==> src/rtl/fp_add_sched.sv <==
// Round-robin scheduler sharing one fixed-latency FpAdd among NREQ requesters.
// Issues one op per cycle, tags it through a never-stalling pipe, returns results in order.
module fp_add_sched #(
  parameter  int NREQ = 4,
  parameter  int W    = 27,
  parameter  int LAT  = 3,
  localparam int IDW  = (NREQ > 1) ? $clog2(NREQ) : 1
) (
  input  logic              clk,
  input  logic              rst,
  input  logic              en,
  input  logic [NREQ-1:0]   req_valid,
  input  logic [NREQ*W-1:0] req_a,
  input  logic [NREQ*W-1:0] req_b,
  output logic [NREQ-1:0]   req_ready,
  output logic [W-1:0]      add_in1,
  output logic [W-1:0]      add_in2,
  input  logic [W-1:0]      add_sum,
  output logic              res_valid,
  output logic [IDW-1:0]    res_id,
  output logic [W-1:0]      res_data,
  output logic              busy
);

  localparam int CW = $clog2(LAT + 3);

  logic [IDW-1:0] ptr_q, ptr_d;
  logic [IDW-1:0] gnt_id;
  logic           gnt_any;
  logic           xfer;
  logic [W-1:0]   add_in1_q, add_in1_d;
  logic [W-1:0]   add_in2_q, add_in2_d;
  logic [LAT:0]   tv_q, tv_d;
  logic [IDW-1:0] tid_q [LAT+1];
  logic [IDW-1:0] tid_d [LAT+1];
  logic           res_valid_q, res_valid_d;
  logic [IDW-1:0] res_id_q, res_id_d;
  logic [W-1:0]   res_data_q, res_data_d;
  logic [CW-1:0]  cnt_q, cnt_d;

  // First valid requester at or above ptr, wrapping.
  always_comb begin
    int unsigned    idx;
    logic [IDW-1:0] idx_s;
    gnt_any = 1'b0;
    gnt_id  = '0;
    for (int unsigned k = 0; k < NREQ; k++) begin
      idx = 32'(ptr_q) + k;
      if (idx >= NREQ) idx = idx - NREQ;
      idx_s = IDW'(idx);
      if (!gnt_any && req_valid[idx_s]) begin
        gnt_any = 1'b1;
        gnt_id  = idx_s;
      end
    end
    xfer      = gnt_any & en & rst;
    req_ready = '0;
    if (xfer) req_ready[gnt_id] = 1'b1;
  end

  always_comb begin
    ptr_d     = ptr_q;
    add_in1_d = '0;
    add_in2_d = '0;
    if (xfer) begin
      ptr_d     = (gnt_id == IDW'(NREQ - 1)) ? '0 : gnt_id + 1'b1;
      add_in1_d = req_a[32'(gnt_id) * W +: W];
      add_in2_d = req_b[32'(gnt_id) * W +: W];
    end

    tv_d     = {tv_q[LAT-1:0], xfer};
    tid_d[0] = gnt_id;
    for (int unsigned k = 1; k <= LAT; k++) tid_d[k] = tid_q[k-1];

    // Last tag stage lines up with add_sum becoming valid for that op.
    res_valid_d = tv_q[LAT];
    res_id_d    = tv_q[LAT] ? tid_q[LAT] : res_id_q;
    res_data_d  = tv_q[LAT] ? add_sum : res_data_q;

    case ({xfer, res_valid_q})
      2'b10:   cnt_d = cnt_q + 1'b1;
      2'b01:   cnt_d = cnt_q - 1'b1;
      default: cnt_d = cnt_q;
    endcase
  end

  always_ff @(posedge clk or negedge rst) begin
    if (!rst) begin
      ptr_q       <= '0;
      add_in1_q   <= '0;
      add_in2_q   <= '0;
      tv_q        <= '0;
      for (int unsigned k = 0; k <= LAT; k++) tid_q[k] <= '0;
      res_valid_q <= 1'b0;
      res_id_q    <= '0;
      res_data_q  <= '0;
      cnt_q       <= '0;
    end else begin
      ptr_q       <= ptr_d;
      add_in1_q   <= add_in1_d;
      add_in2_q   <= add_in2_d;
      tv_q        <= tv_d;
      for (int unsigned k = 0; k <= LAT; k++) tid_q[k] <= tid_d[k];
      res_valid_q <= res_valid_d;
      res_id_q    <= res_id_d;
      res_data_q  <= res_data_d;
      cnt_q       <= cnt_d;
    end
  end

  assign add_in1   = add_in1_q;
  assign add_in2   = add_in2_q;
  assign res_valid = res_valid_q;
  assign res_id    = res_id_q;
  assign res_data  = res_data_q;
  assign busy      = (cnt_q != '0);

endmodule

==> config.mk <==
export PLATFORM = sky130hd
export DESIGN_NAME = fp_add_sched
export DESIGN_NICKNAME = d
export VERILOG_FILES = /design/src/rtl/fp_add_sched.sv
export SDC_FILE = /design/constraint.sdc
export NUM_CORES = 1
export LEC_CHECK = 0
export BUFFER_PORTS_ARGS = -buffer_cell sky130_fd_sc_hd__buf_2
export CAP_MARGIN = 20
export CORE_AREA = 2 2 131 133
export CTS_BUF_LIST = sky130_fd_sc_hd__clkbuf_16
export DETAILED_ROUTE_END_ITERATION = 12
export DIE_AREA = 0 0 133 135
export PLACE_DENSITY = 0.61
export SLEW_MARGIN = 20
export SYNTH_ARGS = -nofsm -noshare
export SYNTH_HDL_FRONTEND = slang
export SYNTH_SLANG_ARGS = --single-unit
==> constraint.sdc <==
create_clock -name clk -period 4.15 [get_ports clk]
set_input_delay 0.6225 -clock clk [delete_from_list [all_inputs] [get_ports clk]]
set_output_delay 0.6225 -clock clk [all_outputs]
set_load 0.005 [all_outputs]
---- After elaboration in Yosys (flattened, before gate mapping) ----
Index checks and enable logic that the tools add are counted.
cells by class
  add/subtract/negate cells ............... 10
  $mul .................................... 1
  $lt $le $gt $ge ......................... 10
  equal/unequal tests ..................... 3
  shift operators ......................... 2
  mux-type cells .......................... 27
  bitwise logic cells ..................... 2
  reductions and logical operators ........ 9
operators by type and width
  kind                                                               count
  variable part select 108 x 8 -> 27 bit                             2
  2-to-1 mux 27 bit                                                  2
  2-to-1 mux 2 bit                                                   9
  < comparator 2 x 3 -> 1 bit, second input constant                 5
  greater-or-equal comparator 3 bit, second input constant           3
  2-to-1 mux 1 bit                                                   9
  binary-select mux 1 bit (select 2 bit)                             4
  subtractor 2 x 1 -> 2 bit, second input constant                   4
  multiplier 2 x 5 -> 7 bit, second input constant                   1
  adder 2 x 2 -> 3 bit, second input constant                        2
  one-hot mux 3 bit (2 select lines)                                 1
  equality test 2 bit, second input constant                         2
  logical AND 1 bit                                                  4
  2-to-1 mux 4 bit                                                   1
  adder 2 x 1 -> 3 bit, second input constant                        1
  adder 3 x 1 -> 3 bit, second input constant                        1
  greater-or-equal comparator 2 x 3 -> 1 bit, second input constant  1
  zero test 1 bit                                                    3
  nonzero test 3 bit                                                 1
  subtractor 3 x 1 -> 3 bit, second input constant                   1
  adder 2 x 1 -> 2 bit, second input constant                        1
  AND 1 bit                                                          2
  demux 1 bit (select 2 bit)                                         1
  equality test 2 x 1 -> 1 bit, second input constant                1
  2 further kinds                                                    2
storage, ports and cells
  register bits ........................... 101
  input bits .............................. 250
  output and inout bits ................... 89
  word-level logic and storage cells ...... 76

---- Depth between registers and ports, before layout ----
  depth after elaboration ................. 19
  gate-level depth with buffers ........... 10
  mapped depth without buffers ............ 9

---- Worst setup path before layout ----
No wires, ideal clock.
  path type ............................... in2out
  from .................................... input req_valid[3]
  to ...................................... output req_ready[2]
  arrival ................................. 1.604 ns
  required time ........................... 3.527 ns
  slack ................................... 1.924 ns
  stages on the path ...................... 8
  buffers on the path ..................... 2
  cell sequence ........................... nor2_1 a221oi_2 nand3_1 buf_6 buf_6 inv_1 ha_1 and2_1
on the way
  word-level cells in the longest chain between the ends .. 17
  elaborated cells between the ends (all ways) .. 30
  classes of those cells .................. order compare (2); mux (19); bitwise (2); reduce/logical (7)
RTL lines
  what                                                                                                             RTL line  RTL
  start, declared                                                                                                  12        input logic [NREQ-1:0] req_valid,
  binary-select mux 1 bit (select 2 bit)                                                                           51        if (!gnt_any && req_valid[idx_s]) begin
  2-to-1 mux 1 bit (implied by the code)                                                                           51
  2-to-1 mux 1 bit                                                                                                 51
  zero test 1 bit                                                                                                  51
  logical AND 1 bit                                                                                                51
  2-to-1 mux 1 bit                                                                                                 51
  zero test 1 bit                                                                                                  51
  logical AND 1 bit                                                                                                51
  (+2 left out)                                                                                                    -
  logical AND 1 bit                                                                                                51
  2-to-1 mux 2 bit (*)                                                                                             51
  via gnt_id[1]                                                                                                    28        logic [IDW-1:0] gnt_id;
  < comparator 2 x 3 -> 1 bit (implied by the code) or greater-or-equal comparator 2 x 1 -> 1 bit (tied branches)  58        if (xfer) req_ready[gnt_id] = 1'b1;
  logical AND 1 bit (implied by the code)                                                                          58
  2-to-1 mux 1 bit (implied by the code)                                                                           58
  demux 1 bit (select 2 bit) (*)                                                                                   58
  2-to-1 mux 4 bit (*)                                                                                             58
  end, declared                                                                                                    15        output logic [NREQ-1:0] req_ready,
Mark *: on every way through the listed nets, which the timed path passes. The rest lies on a longest branch. The select of a mux whose other input is x is not followed.

---- Final worst setup path ----
  from .................................... register ptr_q[1]
  to ...................................... output req_ready[1]
on the way
  word-level cells in the longest chain between the ends .. 19
  elaborated cells between the ends (all ways) .. 45
  classes of those cells .................. add/sub (7); order compare (6); mux (23); bitwise (2); reduce/logical (7)
RTL lines
  what                                                           RTL line  RTL
  start, declared                                                27        logic [IDW-1:0] ptr_q, ptr_d;
  start signal, assigned                                         99        ptr_q <= ptr_d;
  branches (longest 18 deep; another with adder 2 x 1 -> 3 bit)  -
  2-to-1 mux 4 bit (*)                                           58
Every way passes the cells marked *. The select of a mux whose other input is x is not followed.

==> summary.txt <==
Power
  – Max VDD drop: 297.8 µV
  – Clock power frac: 28.9%
  – Net Sw Power: 0.0009345 W
  – Sw frac: between 30% and 40%
  – P_leak: 3.994 nW
  – Internal: 0.002125 W
  – PD cells: 441.7 nW/µm²
  – Reg power frac: 39.6%
  – Power consumption: 0.003059 W
  – Combinational power share: 31.5%

Global route
  – Via count of the first global-routing pass: 4,219
  – Grt ovf: 0
  – Largest net degree at the start of global routing: 83
  – First-pass GRT wire length: 22,310 µm
  – All-Layer GR Usage: 16.15%
  – Initial antenna violation count: 0

Timing
  – Final TNS setup: 0 ns
  – # setup viols final: 0
  – Final Skew: 0.01081 ns
  – Slew @ Worst Pin: 0.8059 ns
  – Final Worst Setup Slack: 1.202 ns
  – Pins Over Slew Limit: 0
  – RSZ-0062 raised after global routing: false
  – Final min period: 2.948 ns
  – Slew margin rel.: 46.27%
  – Achievable Freq: 339.2 MHz
  – Final hold vios: 0
  – Final Cycle Share: 71.03%

Placement
  – Post-DP Area: 6613 µm²
  – Port bufs: 338
  – RePlAce Congestion: 0.7947
  – Setup WS pre-CTS: 1.248 ns
  – HPWL after DPL: 11,310 µm

Critical path
  – Req. time, crit path: 3.53 ns
  – Critical path arrival: 2.33 ns
  – Crit-path cells: inv_2 -> a221oi_2 -> nand3_4 -> ha_1 -> and2_1 -> buf_2
  – Startpoint Class: flip-flop
  – Worst setup EP type: output pin
  – Top cell family by delay on the critical path: simple AND/OR/NAND/NOR gates
  – Critical path's largest stage delay: around 0.49 ns
  – WP buf/inv: 2
  – Crit Path Max Fanout: 30
  – CP Class: flip-flop to output pin
  – CP max stage cell: nand3_4

CTS
  – CTS H-tree lvls: 3
  – Worst-skew pair later-pin latency: 0.35 ns
  – CTS sink count: a little over 100
  – Post-CTS setup buffer count: 0
  – Post_cts resized: 0
  – CTS Buf Count: 9
  – Max clock buf depth: 2
  – Clk root buf: clkbuf_16
  – Hold Buf Count CTS: 0
  – CTS tree: done
  – Reg clk slew, reported paths: around 0.080 ns

Layout
  – Synthesis-to-layout area growth: 45.35%
  – Ant diodes: 0
  – # nets final: 946
  – Layout cells sized above 1: a little under three fifths
  – Final non-filler cell area: between 6000 and 7000 µm²

Synth
  – Synth Net Count: 617
  – Mean Syn Cell Area: 13.20 µm²
  – Mapped cell area: 4765 µm²
  – Yosys warns: 0
  – #FFs+latches synth: 101
  – Netlist cell types: 28
  – Register area share after synthesis: approximately 53%
  – Mapped Cells: 361

Routing
  – DR iter-0 viols: 145
  – Drt wl/cell: 16.20 µm
  – Drt first pass iters: 4
  – Via density: 4.538
  – DRC violations left: 0
  – Routed via count: 4,152
  – WL final: 14,820 µm
  – DRT antenna net count: 0

Floorplanning
  – Die area: 17,960 µm²
  – Core ar.: 16,410 µm²
  – Io pins: about 340
  – # rows: 47
  – Die Span Y: 135 µm
  – Die width: 133 µm
  – Initial core utilization: 29.04%

Worst hold path
  – HP Class: flip-flop to flip-flop

Run status
  – Status: complete, no violations

Flow run
  – Number of max-cap violations: 0
==> flip-flops by register name, indices dropped and copies added (netlist names) <==
register	cells
add_in1	27
add_in2	27
cnt_q	3
ptr_q	2
res_data	27
res_id	2
res_valid	1
tid_d	6
tid_q	2
tv_q	4
==> synth_stat cells (all sizes together) <==
cell type | count | area, µm²
a21oi | 1 | 5.000
xor2 | 2 | 17.52
nor2 | 4 | 15.01
xnor2 | 1 | 8.760
nor2b | 1 | 6.260
clkbuf | 4 | 15.01
nand2b | 1 | 6.260
inv | 7 | 26.28
nand3 | 2 | 10.01
nand2 | 5 | 21.27
mux2 | 29 | 326.6
mux2i | 109 | 1091
nand3b | 1 | 7.510
dfrtp | 101 | 2527
o21ai | 2 | 10.01
a221oi | 1 | 15.01
o22ai | 54 | 337.8
a21o | 1 | 7.510
buf | 22 | 178.9
and2 | 4 | 25.02
ha | 5 | 62.56
o21a | 1 | 7.510
o211a | 1 | 10.01
or3 | 1 | 6.260
fa | 1 | 20.02
==> power by group through the flow <==
stage	logic, W	clock network, W	registers (W)
floorplan	0.000628	0	0.00124
global placement	0.000971	0	0.00123
detailed placement	0.000981	0	0.00123
CTS	0.000979	0.000923	0.00122
global route	0.00105	0.000965	0.00123
finish	0.000963	0.000884	0.00121
==> cells by family after synthesis <==
| kind of cell | synth area share [%] |
|---|---|
| multiplexers | 29.75 |
| AO/OA/AOI/OAI | 8.246 |
| adder cells (fa/ha/maj) | 1.733 |
| XOR/XNOR | 0.5516 |
| flip-flops | 53.05 |
| buffers and inverters | 4.622 |
| AND/OR/NAND/NOR | 2.048 |
==> path summary, 6_finish.rpt <==
kind / startpoint / slack, ns / cells past startpoint / end
setup / recovery: ptr_q[1] / 1.20 / 6 / req_ready[1]
hold / removal: tid_d[1] / 0.35 / 0 / tid_q[1]
setup reg to reg: ptr_q[1] / 1.61 / 6 / add_in1[26]
hold reg to reg: tid_d[1] / 0.35 / 0 / tid_q[1]
max in group asynchronous: rst / 2.59 / 3 / res_data[17]
min in group asynchronous: rst / 0.38 / 2 / add_in2[3]
==> metal layers <==
layer	vias to the layer above	share of wire (%)	GRT usage [%]
met2	219	50	27.52
met3	15	9.0	5.105
met1	1923	40	19.22
li1	1995	-	-
met5	-	0	0
met4	0	1.6	5.854
==> stage by stage <==
stage | instances | util [%] | hold WS (ns)
after global placement | 899 | 40.30 | 0.3318
after CTS | 915 | 42.21 | 0.3452
after detailed placement | 899 | 40.30 | 0.3347
after global routing | 915 | 42.21 | 0.3499
after floorplan | 361 | - | 0.3269
final | 915 | 42.21 | 0.3466
==> area by class of cell <==
type                    count  area, µm²
inverters                   7      26.28
clock inverters             7      87.58
clock buffers               9      225.2
flip-flops and latches    101       2527
fillers                  1583       9482
multi-input cells         227       2032
repair buffers            344       1752
well taps                 220      275.3
==> cells in the final DEF, fill, tap and decap left out, types with 3 or more instances in the layout <==
master | synthesis | routed
buf_2 | 11 | 337
mux2i_1 | 109 | 109
dfrtp_1 | 101 | 101
o22ai_1 | 54 | 54
mux2_2 | 29 | 29
clkbuf_16 | 0 | 9
buf_4 | 0 | 6
inv_1 | 5 | 5
ha_1 | 5 | 5
nor2_1 | 4 | 4
and2_1 | 4 | 4
nand2_1 | 4 | 3
No activity file was read; power rests on OpenSTA's default activity.
